File: config.mk
export PLATFORM = sky130hd
export DESIGN_NAME = muldiv_sequencer
export DESIGN_NICKNAME = d
export VERILOG_FILES = /design/src/rtl/muldiv_sequencer.sv
export SDC_FILE = /design/constraint.sdc
export NUM_CORES = 1
export LEC_CHECK = 0
export ABC_CLOCK_PERIOD_IN_PS = 4300
export BUFFER_PORTS_ARGS = -buffer_cell sky130_fd_sc_hd__buf_2
export CORE_MARGIN = 4
export CORE_UTILIZATION = 55
export DETAILED_ROUTE_END_ITERATION = 8
export PLACE_DENSITY = 0.79
export SLEW_MARGIN = 20
export SYNTH_ARGS = -nofsm -noshare
export SYNTH_HDL_FRONTEND = slang
export SYNTH_SLANG_ARGS = --single-unit
File: constraint.sdc
create_clock -name clk -period 4.3 [get_ports clk]
set_input_delay 0.86 -clock clk [delete_from_list [all_inputs] [get_ports clk]]
set_output_delay 0.86 -clock clk [all_outputs]
set_load 0.05 [all_outputs]
File: src/rtl/muldiv_sequencer.sv
`default_nettype none
// ============================================================================
//  Module   : muldiv_sequencer
//  Purpose  : Iterative MIPS multiply/divide unit (MULT, MULTU, DIV, DIVU)
//             that owns the HI/LO registers. It retires one product or
//             quotient bit per cycle and stalls younger HI/LO consumers and
//             new mul/div ops while it is busy.
//  Revision : 1.0 - initial release
// ----------------------------------------------------------------------------
//  Ports
//    clk            system clock
//    rst            synchronous active-high reset
//    start_i        mul/div instruction in EX this cycle
//    op_i[1:0]      00 MULT, 01 MULTU, 10 DIV, 11 DIVU
//    a_i            rs operand (multiplicand / dividend)
//    b_i            rt operand (multiplier / divisor)
//    hilo_rd_i      MFHI/MFLO in EX this cycle
//    flush_i        abandon the in-flight operation
//    busy_o         operation in progress
//    stall_o        busy_o & (start_i | hilo_rd_i [| mthi_we_i | mtlo_we_i])
//    done_o         one-cycle pulse; HI/LO updated this cycle
//    div_by_zero_o  valid with done_o; divide with b == 0
//    hi_o, lo_o     HI / LO registers
//  Optional (macro MULDIV_MTHILO_EN)
//    mthi_we_i, mtlo_we_i, mt_wdata_i : MTHI/MTLO writes while idle
// ============================================================================
module muldiv_sequencer #(
  parameter int WIDTH = 32
) (
  input  logic             clk,
  input  logic             rst,
  input  logic             start_i,
  input  logic [1:0]       op_i,
  input  logic [WIDTH-1:0] a_i,
  input  logic [WIDTH-1:0] b_i,
  input  logic             hilo_rd_i,
  input  logic             flush_i,
`ifdef MULDIV_MTHILO_EN
  input  logic             mthi_we_i,
  input  logic             mtlo_we_i,
  input  logic [WIDTH-1:0] mt_wdata_i,
`endif
  output logic             busy_o,
  output logic             stall_o,
  output logic             done_o,
  output logic             div_by_zero_o,
  output logic [WIDTH-1:0] hi_o,
  output logic [WIDTH-1:0] lo_o
);

  localparam int CNT_W = (WIDTH > 1) ? $clog2(WIDTH) : 1;
  localparam logic [CNT_W-1:0] CNT_LAST = CNT_W'(WIDTH - 1);

  // FIX applies the sign correction into the working registers; WB then
  // commits them, which keeps the wide negate off the HI/LO write path.
  localparam logic [1:0] S_IDLE = 2'd0;
  localparam logic [1:0] S_RUN  = 2'd1;
  localparam logic [1:0] S_FIX  = 2'd2;
  localparam logic [1:0] S_WB   = 2'd3;

  logic [1:0]       state_q, state_d;
  logic [CNT_W-1:0] cnt_q, cnt_d;
  logic             is_div_q, is_div_d;
  logic             neg_res_q, neg_res_d;   // negate product / quotient
  logic             neg_rem_q, neg_rem_d;   // negate remainder
  logic             bzero_q, bzero_d;       // divisor was zero
  logic [WIDTH-1:0] a_raw_q, a_raw_d;       // original dividend for /0 result
  logic [WIDTH-1:0] mcand_q, mcand_d;       // |multiplicand| or |divisor|
  logic [WIDTH-1:0] acc_q, acc_d;           // upper product half / remainder
  logic [WIDTH-1:0] lo_acc_q, lo_acc_d;     // multiplier->lower half / quotient
  logic [WIDTH-1:0] hi_q, hi_d;
  logic [WIDTH-1:0] lo_q, lo_d;
  logic             done_q, done_d;
  logic             dbz_q, dbz_d;

  logic             w_accept;
  logic             w_signed_in;
  logic             w_a_neg, w_b_neg;
  logic [WIDTH-1:0] w_a_abs, w_b_abs;
  logic [WIDTH:0]   w_sum;
  logic [WIDTH:0]   w_shift;
  logic             w_ge;
  logic [WIDTH-1:0] w_diff;
  logic [2*WIDTH-1:0] w_prod_neg;
  logic             w_wr_req;

  // ---------------------------------------------------------------------------
  // Operand preparation
  // ---------------------------------------------------------------------------
  assign w_accept    = (state_q == S_IDLE) && start_i && !flush_i;
  assign w_signed_in = ~op_i[0];
  assign w_a_neg     = w_signed_in & a_i[WIDTH-1];
  assign w_b_neg     = w_signed_in & b_i[WIDTH-1];
  assign w_a_abs     = w_a_neg ? (~a_i + 1'b1) : a_i;
  assign w_b_abs     = w_b_neg ? (~b_i + 1'b1) : b_i;

  // Shift-add multiply step: add multiplicand when the LSB of the multiplier
  // is set, then shift the {acc, lo_acc} pair right by one.
  assign w_sum = {1'b0, acc_q} + (lo_acc_q[0] ? {1'b0, mcand_q} : '0);

  // Restoring divide step: shift the next dividend bit into the remainder and
  // subtract when it fits. The true difference is always below the divisor,
  // so WIDTH bits of the subtraction are sufficient.
  assign w_shift = {acc_q, lo_acc_q[WIDTH-1]};
  assign w_ge    = (w_shift >= {1'b0, mcand_q});
  assign w_diff  = w_shift[WIDTH-1:0] - mcand_q;

  assign w_prod_neg = ~{acc_q, lo_acc_q} + 1'b1;

`ifdef MULDIV_MTHILO_EN
  assign w_wr_req = mthi_we_i | mtlo_we_i;
`else
  assign w_wr_req = 1'b0;
`endif

  // ---------------------------------------------------------------------------
  // FSM: state register
  // ---------------------------------------------------------------------------
  always_ff @(posedge clk) begin
    if (rst) begin
      state_q <= S_IDLE;
    end else begin
      state_q <= state_d;
    end
  end

  // ---------------------------------------------------------------------------
  // FSM: next state
  // ---------------------------------------------------------------------------
  always_comb begin
    state_d = state_q;
    case (state_q)
      S_IDLE:  if (w_accept) state_d = S_RUN;
      S_RUN:   if (cnt_q == CNT_LAST) state_d = S_FIX;
      S_FIX:   state_d = S_WB;
      S_WB:    state_d = S_IDLE;
      default: state_d = S_IDLE;
    endcase
    if (flush_i) begin
      state_d = S_IDLE;
    end
  end

  // ---------------------------------------------------------------------------
  // FSM: outputs
  // ---------------------------------------------------------------------------
  always_comb begin
    busy_o  = (state_q != S_IDLE);
    stall_o = busy_o & (start_i | hilo_rd_i | w_wr_req);
  end

  // ---------------------------------------------------------------------------
  // Datapath next state
  // ---------------------------------------------------------------------------
  always_comb begin
    cnt_d     = cnt_q;
    is_div_d  = is_div_q;
    neg_res_d = neg_res_q;
    neg_rem_d = neg_rem_q;
    bzero_d   = bzero_q;
    a_raw_d   = a_raw_q;
    mcand_d   = mcand_q;
    acc_d     = acc_q;
    lo_acc_d  = lo_acc_q;
    hi_d      = hi_q;
    lo_d      = lo_q;
    done_d    = 1'b0;
    dbz_d     = dbz_q;

`ifdef MULDIV_MTHILO_EN
    // Idle writes; a result completing later simply overwrites them.
    if (state_q == S_IDLE) begin
      if (mthi_we_i) hi_d = mt_wdata_i;
      if (mtlo_we_i) lo_d = mt_wdata_i;
    end
`endif

    case (state_q)
      S_IDLE: begin
        if (w_accept) begin
          is_div_d  = op_i[1];
          neg_res_d = w_a_neg ^ w_b_neg;
          neg_rem_d = w_a_neg;
          bzero_d   = (b_i == '0);
          a_raw_d   = a_i;
          mcand_d   = w_b_abs;
          acc_d     = '0;
          lo_acc_d  = w_a_abs;
          cnt_d     = '0;
          dbz_d     = 1'b0;
        end
      end
      S_RUN: begin
        cnt_d = cnt_q + 1'b1;
        if (is_div_q) begin
          acc_d    = w_ge ? w_diff : w_shift[WIDTH-1:0];
          lo_acc_d = {lo_acc_q[WIDTH-2:0], w_ge};
        end else begin
          acc_d    = w_sum[WIDTH:1];
          lo_acc_d = {w_sum[0], lo_acc_q[WIDTH-1:1]};
        end
      end
      S_FIX: begin
        if (is_div_q) begin
          if (neg_res_q) lo_acc_d = ~lo_acc_q + 1'b1;
          if (neg_rem_q) acc_d    = ~acc_q + 1'b1;
        end else if (neg_res_q) begin
          {acc_d, lo_acc_d} = w_prod_neg;
        end
      end
      S_WB: begin
        if (!flush_i) begin
          done_d = 1'b1;
          if (is_div_q && bzero_q) begin
            hi_d  = a_raw_q;
            lo_d  = '1;
            dbz_d = 1'b1;
          end else begin
            hi_d  = acc_q;
            lo_d  = lo_acc_q;
          end
        end
      end
      default: ;
    endcase
  end

  // ---------------------------------------------------------------------------
  // Datapath registers
  // ---------------------------------------------------------------------------
  always_ff @(posedge clk) begin
    if (rst) begin
      cnt_q     <= '0;
      is_div_q  <= 1'b0;
      neg_res_q <= 1'b0;
      neg_rem_q <= 1'b0;
      bzero_q   <= 1'b0;
      a_raw_q   <= '0;
      mcand_q   <= '0;
      acc_q     <= '0;
      lo_acc_q  <= '0;
      hi_q      <= '0;
      lo_q      <= '0;
      done_q    <= 1'b0;
      dbz_q     <= 1'b0;
    end else begin
      cnt_q     <= cnt_d;
      is_div_q  <= is_div_d;
      neg_res_q <= neg_res_d;
      neg_rem_q <= neg_rem_d;
      bzero_q   <= bzero_d;
      a_raw_q   <= a_raw_d;
      mcand_q   <= mcand_d;
      acc_q     <= acc_d;
      lo_acc_q  <= lo_acc_d;
      hi_q      <= hi_d;
      lo_q      <= lo_d;
      done_q    <= done_d;
      dbz_q     <= dbz_d;
    end
  end

  assign done_o        = done_q;
  assign div_by_zero_o = dbz_q;
  assign hi_o          = hi_q;
  assign lo_o          = lo_q;

endmodule
`default_nettype wire

Word level (Yosys, flattened, before mapping) --
Cells that the tools add are included. W data, S select, Z words.
Word-level totals: input port bits 71, output and inout port bits 68, register bits after elaboration 205, word-level logic and storage cells 94
Operators by class: mux-type cells 28, reduce and logical (&&, ||, !) cells 19, $lt $le $gt $ge 1, bitwise operators 13, equal/unequal tests 11, $add $sub $neg 8
Operators with widths (count):
- $mux W32 | 16
- $pmux W32 S3 | 2
- $add A32 B1 Y32 const B | 4
- $not A32 Y32 | 4
- $add A64 B1 Y64 const B | 1
- $not A64 Y64 | 1
- $add A32 B32 Y33 | 1
- $ge A33 B32 Y1 | 1
- $logic_not A32 Y1 | 1
- $sub A32 B32 Y32 | 1
- $ne A2 B2 Y1 const B | 5
- $pmux W5 S2 | 1
- $pmux W2 S4 | 1
- $reduce_and A2 Y1 | 4
- $reduce_and A4 Y1 | 2
- $ne A3 B3 Y1 const B | 2
- $reduce_bool A2 Y1 | 3
- $add A5 B1 Y5 const B | 1
- $eq A5 B5 Y1 const B | 1
- $mux W5 | 1
- $eq A2 B2 Y1 const B | 2
- $mux W1 | 4
- $mux W2 | 2
- $reduce_or A2 Y1 | 2
- other kinds (11) | 17

Longest topological paths before layout --
depth after elaboration 5, gate-level depth with buffers 15

Worst setup path before layout --
OpenSTA, ideal clock, no wires.
path type register to register, from register lo_acc_q[0], to register acc_q[27], setup slack 0.580 ns, stages on the path, launching flop included 15, setup time 0.120 ns, arrival 3.600 ns, clock period less this slack 3.720 ns, data required time 4.180 ns, path through dfxtp_1 inv_1 clkbuf_1 nor2_1 fa_1 a211oi_1 o21ai_1 a2111oi_2 nor3_1 o41ai_4 o21ai_1 a221o_1 a311oi_2 xnor2_1 a211o_1
Between the ends: longest elaborated chain between the ends 5, elaborated cells between the ends (all ways) 8, classes of those cells 2 x add/sub; 5 x mux; 1 x bitwise
RTL lines:
- from (decl) | line 70 | logic [WIDTH-1:0] lo_acc_q, lo_acc_d;
- from (signal assigned) | line 255 | lo_acc_q <= lo_acc_d;
- $not A64 Y64 | line 108 | assign w_prod_neg = ~{acc_q, lo_acc_q} + 1'b1;
- $add A64 B1 Y64 | line 108
- $mux W32 | line 207 | end else if (neg_res_q) begin
- $mux W32 | line 204 | if (is_div_q) begin
- $pmux W32 S3 * | line 178 | case (state_q)
- to (signal assigned) | line 240 | acc_q <= '0;
- to (signal assigned) | line 254 | acc_q <= acc_d;
- to (decl) | line 69 | logic [WIDTH-1:0] acc_q, acc_d;
Mark *: on every way between the ends. The rest lies on a longest branch, timed or not. The select of a mux whose other input is x is not followed. A chain may end at the register's enable or synchronous reset.

Worst setup path after layout --
Same ends and word-level chain as after synthesis.

==> run metrics <==
clock tree root buffer cell sky130_fd_sc_hd__clkbuf_16; buffers from clock root to sink, at most 3; Avg Inst Size Synth 7.28 sq um; proportion of synthesized chip area in sequential cells between 20% and 30%; most common flop cell mapped by yosys sky130_fd_sc_hd__dfxtp_1; TritonRoute pass-1 iters 6; distinct cell type count after synthesis 84; power share of the combinational group 20.2%; Filler Cells Inserted 2482; nature of the critical path startpoint flop; deepest level of the CTS H-tree 1; final weighted congestion in routability-driven placement 1.01; maximum fanout encountered on the critical timing path 6; area leader, netlist sky130_fd_sc_hd__dfxtp_1; final period utilization a little over nine tenths; CTS tree built; Area growth, synth to finish 12.9%; Synth async-reset ratio 0%; width of the chip 174 um; number of rows created at floorplan 60; antenna cells 0; Detail Placement HPWL 39.8 mm; maximum ir drop on the vdd rail 0.320 mV; EDFF count, synth 0; Synth Net Count 2242; Placed Area 16200 sq um; count of routing violations after the opening detailed-route iteration approximately 2200; Die Ht 174 um; Std-Cell Core Area 27100 sq um; Fin Setup TNS 0 ps; met1 layer wirelength in the final routing 23.1 mm; type of destination of the critical path flop; highest clock frequency the design can meet about 240 MHz; total routed wirelength 54.2 mm; cell area after synthesis approximately 15000 sq um; post-route cell area between 15000 and 20000 sq um; clock slew at the register clock pins of the worst setup and hold paths around 60 ps; number of antenna violations at the first check in global routing 1; top area cells in the synthesized netlist sky130_fd_sc_hd__dfxtp_1 (27%), sky130_fd_sc_hd__nor2_1 (7.7%), sky130_fd_sc_hd__a21oi_1 (6.4%), sky130_fd_sc_hd__ha_1 (6.1%), sky130_fd_sc_hd__nand2_1 (5.4%); Via Count 16600; met3 layer wire length in the routed design about 6.1 mm; Hold/Removal Path Class reg -> reg; cell internal power dissipation between 3 and 4 mW; routed via count divided by cell count 6.48; outcome finished, final reports clean; maximum number of pins on one net before global-route repair a little under 100; highest metal used met5; leakage power summed over all cells 6.84 nW; area share of the largest cell type after synthesis between 20 and 30%; remaining design rule violation count 0; data arrival time at the worst-slack endpoint around 4500 ps; Seq pwr share 36.5%; total gr overflow 0; effective utilization at floorplan 56.2%; NetSw 1.74 mW; post-route worst hold slack 456 ps; clock latency reported for the late side of the worst-skew pair 560 ps; Wirelength per Cell 21.2 um; first-pass GRT wire length 83.8 mm; power density cells 329 nW/um^2; final hold vios 0; flops & latches, synth 205; count of max-cap constraint violations 0; required time worst endpoint approximately 4700 ps; headroom to the max-slew limit about a third; port bufs 138; Tightest Pin Transition approximately 1000 ps; # setup viols final 0; synthesis warning total 0; number of buffers created by CTS 24; worst clock skew 35.4 ps; final net count 2311; Tot GR Track Use about a third; number of global-route vias before repair between 15000 and 20000; Switching Share 30.7%; Final Critical Period 4110 ps; Pins Over Slew Limit 0; most common cell in the synthesized netlist sky130_fd_sc_hd__nor2_1; Top Ports 139; die area ~30000 sq um; clock network fraction of design power 43.4%; Commonest cells post-synth sky130_fd_sc_hd__nor2_1 (314), sky130_fd_sc_hd__nand2_1 (218), sky130_fd_sc_hd__dfxtp_1 (205), sky130_fd_sc_hd__a21oi_1 (194), sky130_fd_sc_hd__clkbuf_1 (122); fraction of final layout cells sized beyond drive strength 1 12.5%; total power of the final layout 5.66 mW; total number of clock tree sinks just over 200; remaining number of nets flagged by the antenna check after routing 0; Gate Count Post-Synth 2095; met2 routed wirelength 23.5 mm; kind of critical path reg -> reg
-- routing by layer --
layer  vias up  track usage [%]
met3       124             7.39
met5         -             1.76
met1      7850             48.3
met4         4             8.78
li1       7686                -
met2       894             51.4
-- worst max-delay path: stages (launching register included) --
cell and delay (ps):
sky130_fd_sc_hd__dfxtp_1 370, sky130_fd_sc_hd__and2_1 160, sky130_fd_sc_hd__ha_1 220, sky130_fd_sc_hd__fa_2 400, sky130_fd_sc_hd__a211oi_2 270, sky130_fd_sc_hd__o21ai_1 160
sky130_fd_sc_hd__a2111oi_2 430, sky130_fd_sc_hd__nor3_1 120, sky130_fd_sc_hd__buf_4 170, sky130_fd_sc_hd__o41ai_4 270, sky130_fd_sc_hd__buf_4 190, sky130_fd_sc_hd__o21ai_2 80
sky130_fd_sc_hd__a221o_1 390, sky130_fd_sc_hd__a311oi_2 350, sky130_fd_sc_hd__xnor2_1 110, sky130_fd_sc_hd__a211o_1 290
-- area by class of cell --
type,count,area [sq um],area share [%]
clock buffers,31,677,3.93
flip-flops and latches,205,4110,23.9
well taps,372,465,2.70
inverters,65,244,1.42
repair buffers,185,1060,6.17
clock inverters,13,272,1.58
multi-input cells,1683,10400,60.3
-- logic make-up after synthesis --
group           synth area share, %
fa+ha+maj                      6.34
compound gates                 26.8
flops                          26.9
xor+xnor                       7.64
buf+inv                        5.23
mux                            3.66
simple gates                   23.4
-- cells in the final DEF, fill, tap and decap left out, drive strengths merged, types with 6 or more instances in the layout --
master and n:
a31oi 17, a211o 8, nand2b 18, o21bai 6, nand4b 6, o21ai 112, nand3 63, nand4 15
o21a 10, a21o 42, o22ai 44, ha 74, nor4 21, bufinv 7, clkbuf 31, a311oi 41
and2 7, o31ai 24, buf 185, nor3 57, or2 8, nand2 219, a22oi 9, nor2b 13
a21oi 195, clkinv 6, o211ai 8, xor2 63, xnor2 70, or4 11, mux2i 40, o41ai 7
or3 16, dfxtp 205, mux2 14, nor2 316, a211oi 68, inv 64
-- timing repair --
item / CTS / global route
buffers inserted: 0 / 2
endpoints found under the setup margin: 0 / 3
hold buffers: 0 / 0
resized for setup: 0 / 4
-- worst paths after layout --
check	endpoint	depth (start not counted)	slack [ps]	start
setup / recovery	acc_q[27]	15	190	lo_acc_q[0]
hold / removal	a_raw_q[17]	2	460	a_raw_q[17]
setup reg to reg	acc_q[27]	15	190	lo_acc_q[0]
hold reg to reg	a_raw_q[17]	2	460	a_raw_q[17]
-- power groups by stage --
stage	Clock [mW]	Sequential [mW]	Combinational, mW
finish	2.45	2.06	1.14
detailed placement	0	2.10	1.09
global route	2.53	2.07	1.23
CTS	2.45	2.06	1.10
global placement	0	2.10	1.08
floorplan	0	2.05	0.809
-- metrics by stage --
step | worst slack (ps) | util [%] | cells
3_5_place_dp | 182 | 59.9 | 2507
3_3_place_gp | 201 | 59.9 | 2507
2_1_floorplan | 580 | - | 2095
6_report | 194 | 63.5 | 2554
4_1_cts | 131 | 63.4 | 2551
5_1_grt | -6.14 | 63.5 | 2554
-- registers in the layout, indices dropped and copies added (netlist names) --
name           flops
done_o             1
neg_res_q          1
mcand_q           32
cnt_q              5
lo_acc_q          32
a_raw_q           32
lo_o              32
bzero_q            1
state_q            2
acc_q             32
neg_rem_q          1
is_div_q           1
div_by_zero_o      1
hi_o              32
Power figures use the tool's default switching activity.
